**src/rtl/writeback_arbiter.sv**
```systemverilog
// -----------------------------------------------------------------------------
// writeback_arbiter
//
// Purpose:
//   Last stage before the register-file write port. Completed results from the
//   ALU and the load unit arrive over valid/ready handshakes, each lands in a
//   one-entry buffer, and a fixed-priority arbiter (loads first) with a
//   starvation counter picks one entry per cycle to drive a registered write
//   (wr_enable / wr_address / wr_data). Writes aimed at x0 use their grant
//   slot but are never strobed into the register file.
//
// Parameters:
//   STARVE_LIMIT  consecutive lost-arbitration cycles after which a waiting
//                 ALU entry beats a waiting load entry (legal range 1..15).
//
// Ports:
//   clk                       system clock, all state on rising edge
//   reset                     synchronous, active-high
//   alu_valid/alu_rd/alu_data ALU result offer         (in)
//   alu_ready                 ALU buffer can accept     (out)
//   mem_valid/mem_rd/mem_data load result offer        (in)
//   mem_ready                 load buffer can accept    (out)
//   wr_enable/wr_address/wr_data  registered register-file write (out)
//   busy                      a buffer is occupied or a write is being driven
//
// Optional feature (compile-time macro WB_FORWARD_EN):
//   fwd_addr_a/fwd_addr_b (in)  read addresses to compare against the write
//   fwd_hit_a/fwd_hit_b   (out) write in flight targets that address
//   fwd_data_a/fwd_data_b (out) forwarded write data, 0 when no hit
//   With the macro undefined these ports do not exist.
//
// Handshake:
//   A transfer happens at a rising edge when x_valid && x_ready. x_ready is a
//   function of the buffer state and grant only (never of x_valid), so a
//   source may hold valid high and wait; x_ready = !x_full || grant_x, so a
//   buffer that drains at an edge can be refilled at that same edge.
// -----------------------------------------------------------------------------
module writeback_arbiter #(
  parameter int unsigned STARVE_LIMIT = 3
) (
  input  logic        clk,
  input  logic        reset,
  input  logic        alu_valid,
  input  logic [4:0]  alu_rd,
  input  logic [31:0] alu_data,
  output logic        alu_ready,
  input  logic        mem_valid,
  input  logic [4:0]  mem_rd,
  input  logic [31:0] mem_data,
  output logic        mem_ready,
`ifdef WB_FORWARD_EN
  input  logic [4:0]  fwd_addr_a,
  input  logic [4:0]  fwd_addr_b,
  output logic        fwd_hit_a,
  output logic        fwd_hit_b,
  output logic [31:0] fwd_data_a,
  output logic [31:0] fwd_data_b,
`endif
  output logic        wr_enable,
  output logic [4:0]  wr_address,
  output logic [31:0] wr_data,
  output logic        busy
);

  localparam logic [3:0] LIMIT = 4'(STARVE_LIMIT);

  // ---------------------------------------------------------------------------
  // State
  // ---------------------------------------------------------------------------
  logic        alu_full_q, alu_full_d;
  logic [4:0]  alu_rd_q,   alu_rd_d;
  logic [31:0] alu_data_q, alu_data_d;

  logic        mem_full_q, mem_full_d;
  logic [4:0]  mem_rd_q,   mem_rd_d;
  logic [31:0] mem_data_q, mem_data_d;

  logic [3:0]  starve_cnt_q, starve_cnt_d;

  logic        wr_enable_q,  wr_enable_d;
  logic [4:0]  wr_address_q, wr_address_d;
  logic [31:0] wr_data_q,    wr_data_d;

  // ---------------------------------------------------------------------------
  // Arbitration: depends only on buffer flags and the starvation counter.
  // ---------------------------------------------------------------------------
  logic        grant_alu;
  logic        grant_mem;
  logic        grant_any;
  logic        alu_take;
  logic        mem_take;
  logic [4:0]  sel_rd;
  logic [31:0] sel_data;

  always_comb begin
    grant_alu = alu_full_q && (!mem_full_q || (starve_cnt_q == LIMIT));
    grant_mem = mem_full_q && !grant_alu;
    grant_any = grant_alu || grant_mem;
  end

  // Readies are forced low during reset so nothing is accepted while the
  // buffers are being cleared.
  always_comb begin
    alu_ready = !reset && (!alu_full_q || grant_alu);
    mem_ready = !reset && (!mem_full_q || grant_mem);
    alu_take  = alu_valid && alu_ready;
    mem_take  = mem_valid && mem_ready;
  end

  always_comb begin
    sel_rd   = grant_alu ? alu_rd_q   : mem_rd_q;
    sel_data = grant_alu ? alu_data_q : mem_data_q;
  end

  // ---------------------------------------------------------------------------
  // Buffer next state. Drain first, then a same-edge refill overrides it.
  // ---------------------------------------------------------------------------
  always_comb begin
    alu_full_d = alu_full_q;
    alu_rd_d   = alu_rd_q;
    alu_data_d = alu_data_q;
    if (grant_alu) begin
      alu_full_d = 1'b0;
    end
    if (alu_take) begin
      alu_full_d = 1'b1;
      alu_rd_d   = alu_rd;
      alu_data_d = alu_data;
    end
  end

  always_comb begin
    mem_full_d = mem_full_q;
    mem_rd_d   = mem_rd_q;
    mem_data_d = mem_data_q;
    if (grant_mem) begin
      mem_full_d = 1'b0;
    end
    if (mem_take) begin
      mem_full_d = 1'b1;
      mem_rd_d   = mem_rd;
      mem_data_d = mem_data;
    end
  end

  // ---------------------------------------------------------------------------
  // Starvation counter: counts edges where the ALU entry waits and loses.
  // Any edge with an empty ALU buffer or an ALU grant clears it.
  // ---------------------------------------------------------------------------
  always_comb begin
    starve_cnt_d = 4'd0;
    if (alu_full_q && !grant_alu) begin
      starve_cnt_d = (starve_cnt_q == LIMIT) ? starve_cnt_q : starve_cnt_q + 4'd1;
    end
  end

  // ---------------------------------------------------------------------------
  // Output register. An x0 entry still consumes its grant but produces a
  // zeroed, non-strobed write. Without a grant, address/data hold.
  // ---------------------------------------------------------------------------
  always_comb begin
    wr_enable_d  = 1'b0;
    wr_address_d = wr_address_q;
    wr_data_d    = wr_data_q;
    if (grant_any) begin
      if (sel_rd != 5'd0) begin
        wr_enable_d  = 1'b1;
        wr_address_d = sel_rd;
        wr_data_d    = sel_data;
      end else begin
        wr_address_d = 5'd0;
        wr_data_d    = 32'd0;
      end
    end
  end

  // ---------------------------------------------------------------------------
  // Registers
  // ---------------------------------------------------------------------------
  always_ff @(posedge clk) begin
    if (reset) begin
      alu_full_q   <= 1'b0;
      alu_rd_q     <= 5'd0;
      alu_data_q   <= 32'd0;
      mem_full_q   <= 1'b0;
      mem_rd_q     <= 5'd0;
      mem_data_q   <= 32'd0;
      starve_cnt_q <= 4'd0;
      wr_enable_q  <= 1'b0;
      wr_address_q <= 5'd0;
      wr_data_q    <= 32'd0;
    end else begin
      alu_full_q   <= alu_full_d;
      alu_rd_q     <= alu_rd_d;
      alu_data_q   <= alu_data_d;
      mem_full_q   <= mem_full_d;
      mem_rd_q     <= mem_rd_d;
      mem_data_q   <= mem_data_d;
      starve_cnt_q <= starve_cnt_d;
      wr_enable_q  <= wr_enable_d;
      wr_address_q <= wr_address_d;
      wr_data_q    <= wr_data_d;
    end
  end

  // ---------------------------------------------------------------------------
  // Outputs
  // ---------------------------------------------------------------------------
  assign wr_enable  = wr_enable_q;
  assign wr_address = wr_address_q;
  assign wr_data    = wr_data_q;
  assign busy       = alu_full_q || mem_full_q || wr_enable_q;

`ifdef WB_FORWARD_EN
  // Bypass for the cycle in which the register-file read still returns the
  // old value: compare read addresses against the write being driven now.
  always_comb begin
    fwd_hit_a  = wr_enable_q && (wr_address_q == fwd_addr_a) && (fwd_addr_a != 5'd0);
    fwd_hit_b  = wr_enable_q && (wr_address_q == fwd_addr_b) && (fwd_addr_b != 5'd0);
    fwd_data_a = fwd_hit_a ? wr_data_q : 32'd0;
    fwd_data_b = fwd_hit_b ? wr_data_q : 32'd0;
  end
`endif

endmodule

```
**config.mk**
```make
export PLATFORM = sky130hd
export DESIGN_NAME = writeback_arbiter
export DESIGN_NICKNAME = d
export VERILOG_FILES = /design/src/rtl/writeback_arbiter.sv
export SDC_FILE = /design/constraint.sdc
export NUM_CORES = 1
export LEC_CHECK = 0
export ABC_AREA = 0
export CAP_MARGIN = 10
export CORE_AREA = 5 5 110 112
export DETAILED_ROUTE_END_ITERATION = 8
export DIE_AREA = 0 0 115 117
export PLACE_DENSITY = 0.66
export SLEW_MARGIN = 20
export SYNTH_ARGS = -nofsm -noshare
export SYNTH_HDL_FRONTEND = slang
export SYNTH_SLANG_ARGS = --single-unit
```
**constraint.sdc**
```tcl
create_clock -name clk -period 5 [get_ports clk]
set_input_delay 0.75 -clock clk [delete_from_list [all_inputs] [get_ports clk]]
set_output_delay 0.75 -clock clk [all_outputs]
set_load 0.02 [all_outputs]
```
==> results.md <==
- Mapped Cells: 492
- Initial Util: between 30% and 40%
- Die Span X: about 120 um
- First-pass GRT wire length: 18.1 mm
- Syn nets: 571
- Congestion Overflow GR: 0
- Layout cell share with drive strength beyond 1: 7.35%
- Initial drt markers: roughly 190
- Mapped Area: about 4300 um^2
- Pwr dens: around 400 nW/um^2
- Most frequent cells after synthesis: 118 x dfxtp_1, 112 x nand2_1, 40 x a21oi_1
- Warnings, synthesis: 0
- Longest Clk Path Bufs: 2
- I/O pin cnt: roughly 120
- CP required: approximately 4.3 ns
- CTS resizes: 0
- Peak supply drop: about 0.23 mV
- Crit path kind: in2out
- Max-cap violations: 0
- Post-route minimum period: approximately 3.2 ns
- Status: finished, final reports clean
- Mean Syn Cell Area: ~8.8 um^2
- H-tree levels: 4
- Worst-Margin Slew: between 1 and 1.5 ns
- Top-count cell post-synth: dfxtp_1
- DRT Wirelength: ~11 mm
- Core area: roughly 11000 um^2
- Vias in the first global route: ~3800
- Primary FF master, synth: dfxtp_1
- HP Class: reg2reg
- Pin count of the biggest net entering global routing: 46
- Period Utilization, post-route: 64.2%
- Hold Slack: roughly 0.45 ns
- Startpoint types: input port
- Sequential area share after synthesis: 54.7%
- Root buffer cell: clkbuf_16
- Pre-antenna DRT Iters: 4
- Fin Setup TNS: 0 ns
- Pleak: around 2.2 nW
- Async SR Flop Fraction: 0%
- Clock skew: around 0.012 ns
- Chip Height: ~120 um
- CTS Hold Bufs: 0
- #FFs+latches synth: between 100 and 150
- Total track usage: 17.0%
- Sink Count: between 100 and 150
- Dpl hpwl: roughly 7.5 mm
- GP Congestion: between 0.7 and 0.8
- Ant diodes: 0
- Routed WL per cell: roughly 15 um
- Crit. End Element: output port
- Die area: 13500 um^2
- Via count: 3752
- Clock transition at path regs: 0.05 ns
- Vias/cell: about 5
- FP Rows: 39
- PortBufs: between 100 and 150
- CTS tree: built
- Detail Route Antenna Nets: 0
- Normalized max-slew margin: between 30% and 40%
- Post-layout util: between 50 and 60%
- Top-area cell type share of the netlist area: ~55%
- RSZ-0062 raised after global routing: no
- Achievable frequency: between 300 and 400 MHz
- Setup bufs post-CTS: 0
- Netlist cell types: 32
- Post-route cell area: 6140 um^2
- Largest area contributor in the netlist: dfxtp_1
- Area delta synth->final: 42.2%
- Synth top area cells: dfxtp_1 55%, nand2_1 9.7%, a22oi_1 5.6%, nand2b_1 5.5%, a21oi_1 4.6%
- Dpl ws: around 1.8 ns
- Slew Limit Fails: 0
- Critical Path AT: between 2 and 2.5 ns
- EDFF count, synth: 0
- DRC: 0
- Initial antenna violation count: 0
- Num CTS Buffers: 17
- Post-layout nets: ~680
- Cell Area, Placed: ~5600 um^2
- Latest clock arrival within the worst-skew pair: ~0.40 ns
- Finish-stage setup viols: 0
- Final Hold Fails: 0
- Crit Path Max Fanout: 45
- Setup WS post-layout: 1.79 ns
path summary, 6_finish.rpt:
check                                startpoint         endpoint  slack [ns]  depth (start not counted)
worst max register to register  starve_cnt_q[0]   alu_data_q[31]        2.42                          5
worst max-delay path                      reset        mem_ready        1.79                          4
worst min register to register  starve_cnt_q[0]  starve_cnt_q[0]        0.45                          1
worst min-delay path            starve_cnt_q[0]  starve_cnt_q[0]        0.45                          1
power by group:
part           switching [mW]  internal, mW
Clock                   0.455         0.746
Sequential             0.0253         0.992
Combinational           0.114         0.117
cell families (layout without fill, tap and decap cells):
logic type	count (synthesis)	count (layout)	share of synthesized area, %
simple gates	178	178	18.6
buf+inv	36	156	4.17
flops	118	118	54.7
xor+xnor	2	2	0.406
compound gates	151	151	20.5
fa+ha+maj	1	1	0.290
mux	6	6	1.39
flip-flops by register name (all words and copies together), names as in the netlist:
register,cells
mem_full_q,1
wr_address,5
starve_cnt_q,4
alu_data_q,32
mem_rd_q,5
wr_enable,1
alu_full_q,1
mem_data_q,32
wr_data,32
alu_rd_q,5
stage by stage:
stage               std cells  power, mW
global placement          723       1.27
floorplan                 492       1.15
detailed placement        723       1.27
global route              755       2.54
CTS                       755       2.47
finish                    755       2.45
worst max-delay path, cell delays in order:
cell and delay [ns]:
buf_2 0.55, buf_4 0.49, nor2_1 0.09, clkdlybuf4s50_1 0.55
cells in the final DEF (no fill, tap or decap), types with 2 or more instances in the layout:
| cell | instances |
|---|---|
| clkinv_2 | 2 |
| nand2b_1 | 38 |
| a211oi_1 | 5 |
| clkinv_4 | 3 |
| a22oi_1 | 32 |
| dfxtp_1 | 118 |
| mux2i_1 | 6 |
| bufinv_16 | 2 |
| nand2_1 | 112 |
| clkbuf_16 | 17 |
| o21ai_0 | 39 |
| buf_4 | 5 |
| a21oi_1 | 39 |
| or4_1 | 2 |
| inv_6 | 6 |
| nor2_1 | 16 |
| o21ai_1 | 30 |
| clkdlybuf4s50_1 | 117 |
cell type report:
type	instances	area [um^2]
Timing Repair Buffer	123	1210
Tap cell	143	179
Clock buffer	17	425
Clock inverter	15	168
Inverter	1	3.75
Fill cell	1045	4980
Sequential cell	118	2360
Multi-Input combinational cell	338	1790
layer usage:
layer,vias up,share of wire [%],global-route usage [%]
met3,10,5.8,4.11
met5,-,0,0
met4,0,1.3,6.42
met2,103,48,28.9
met1,1756,45,20.9
li1,1883,-,-
Note: power is estimated with default switching activity, not from simulation.
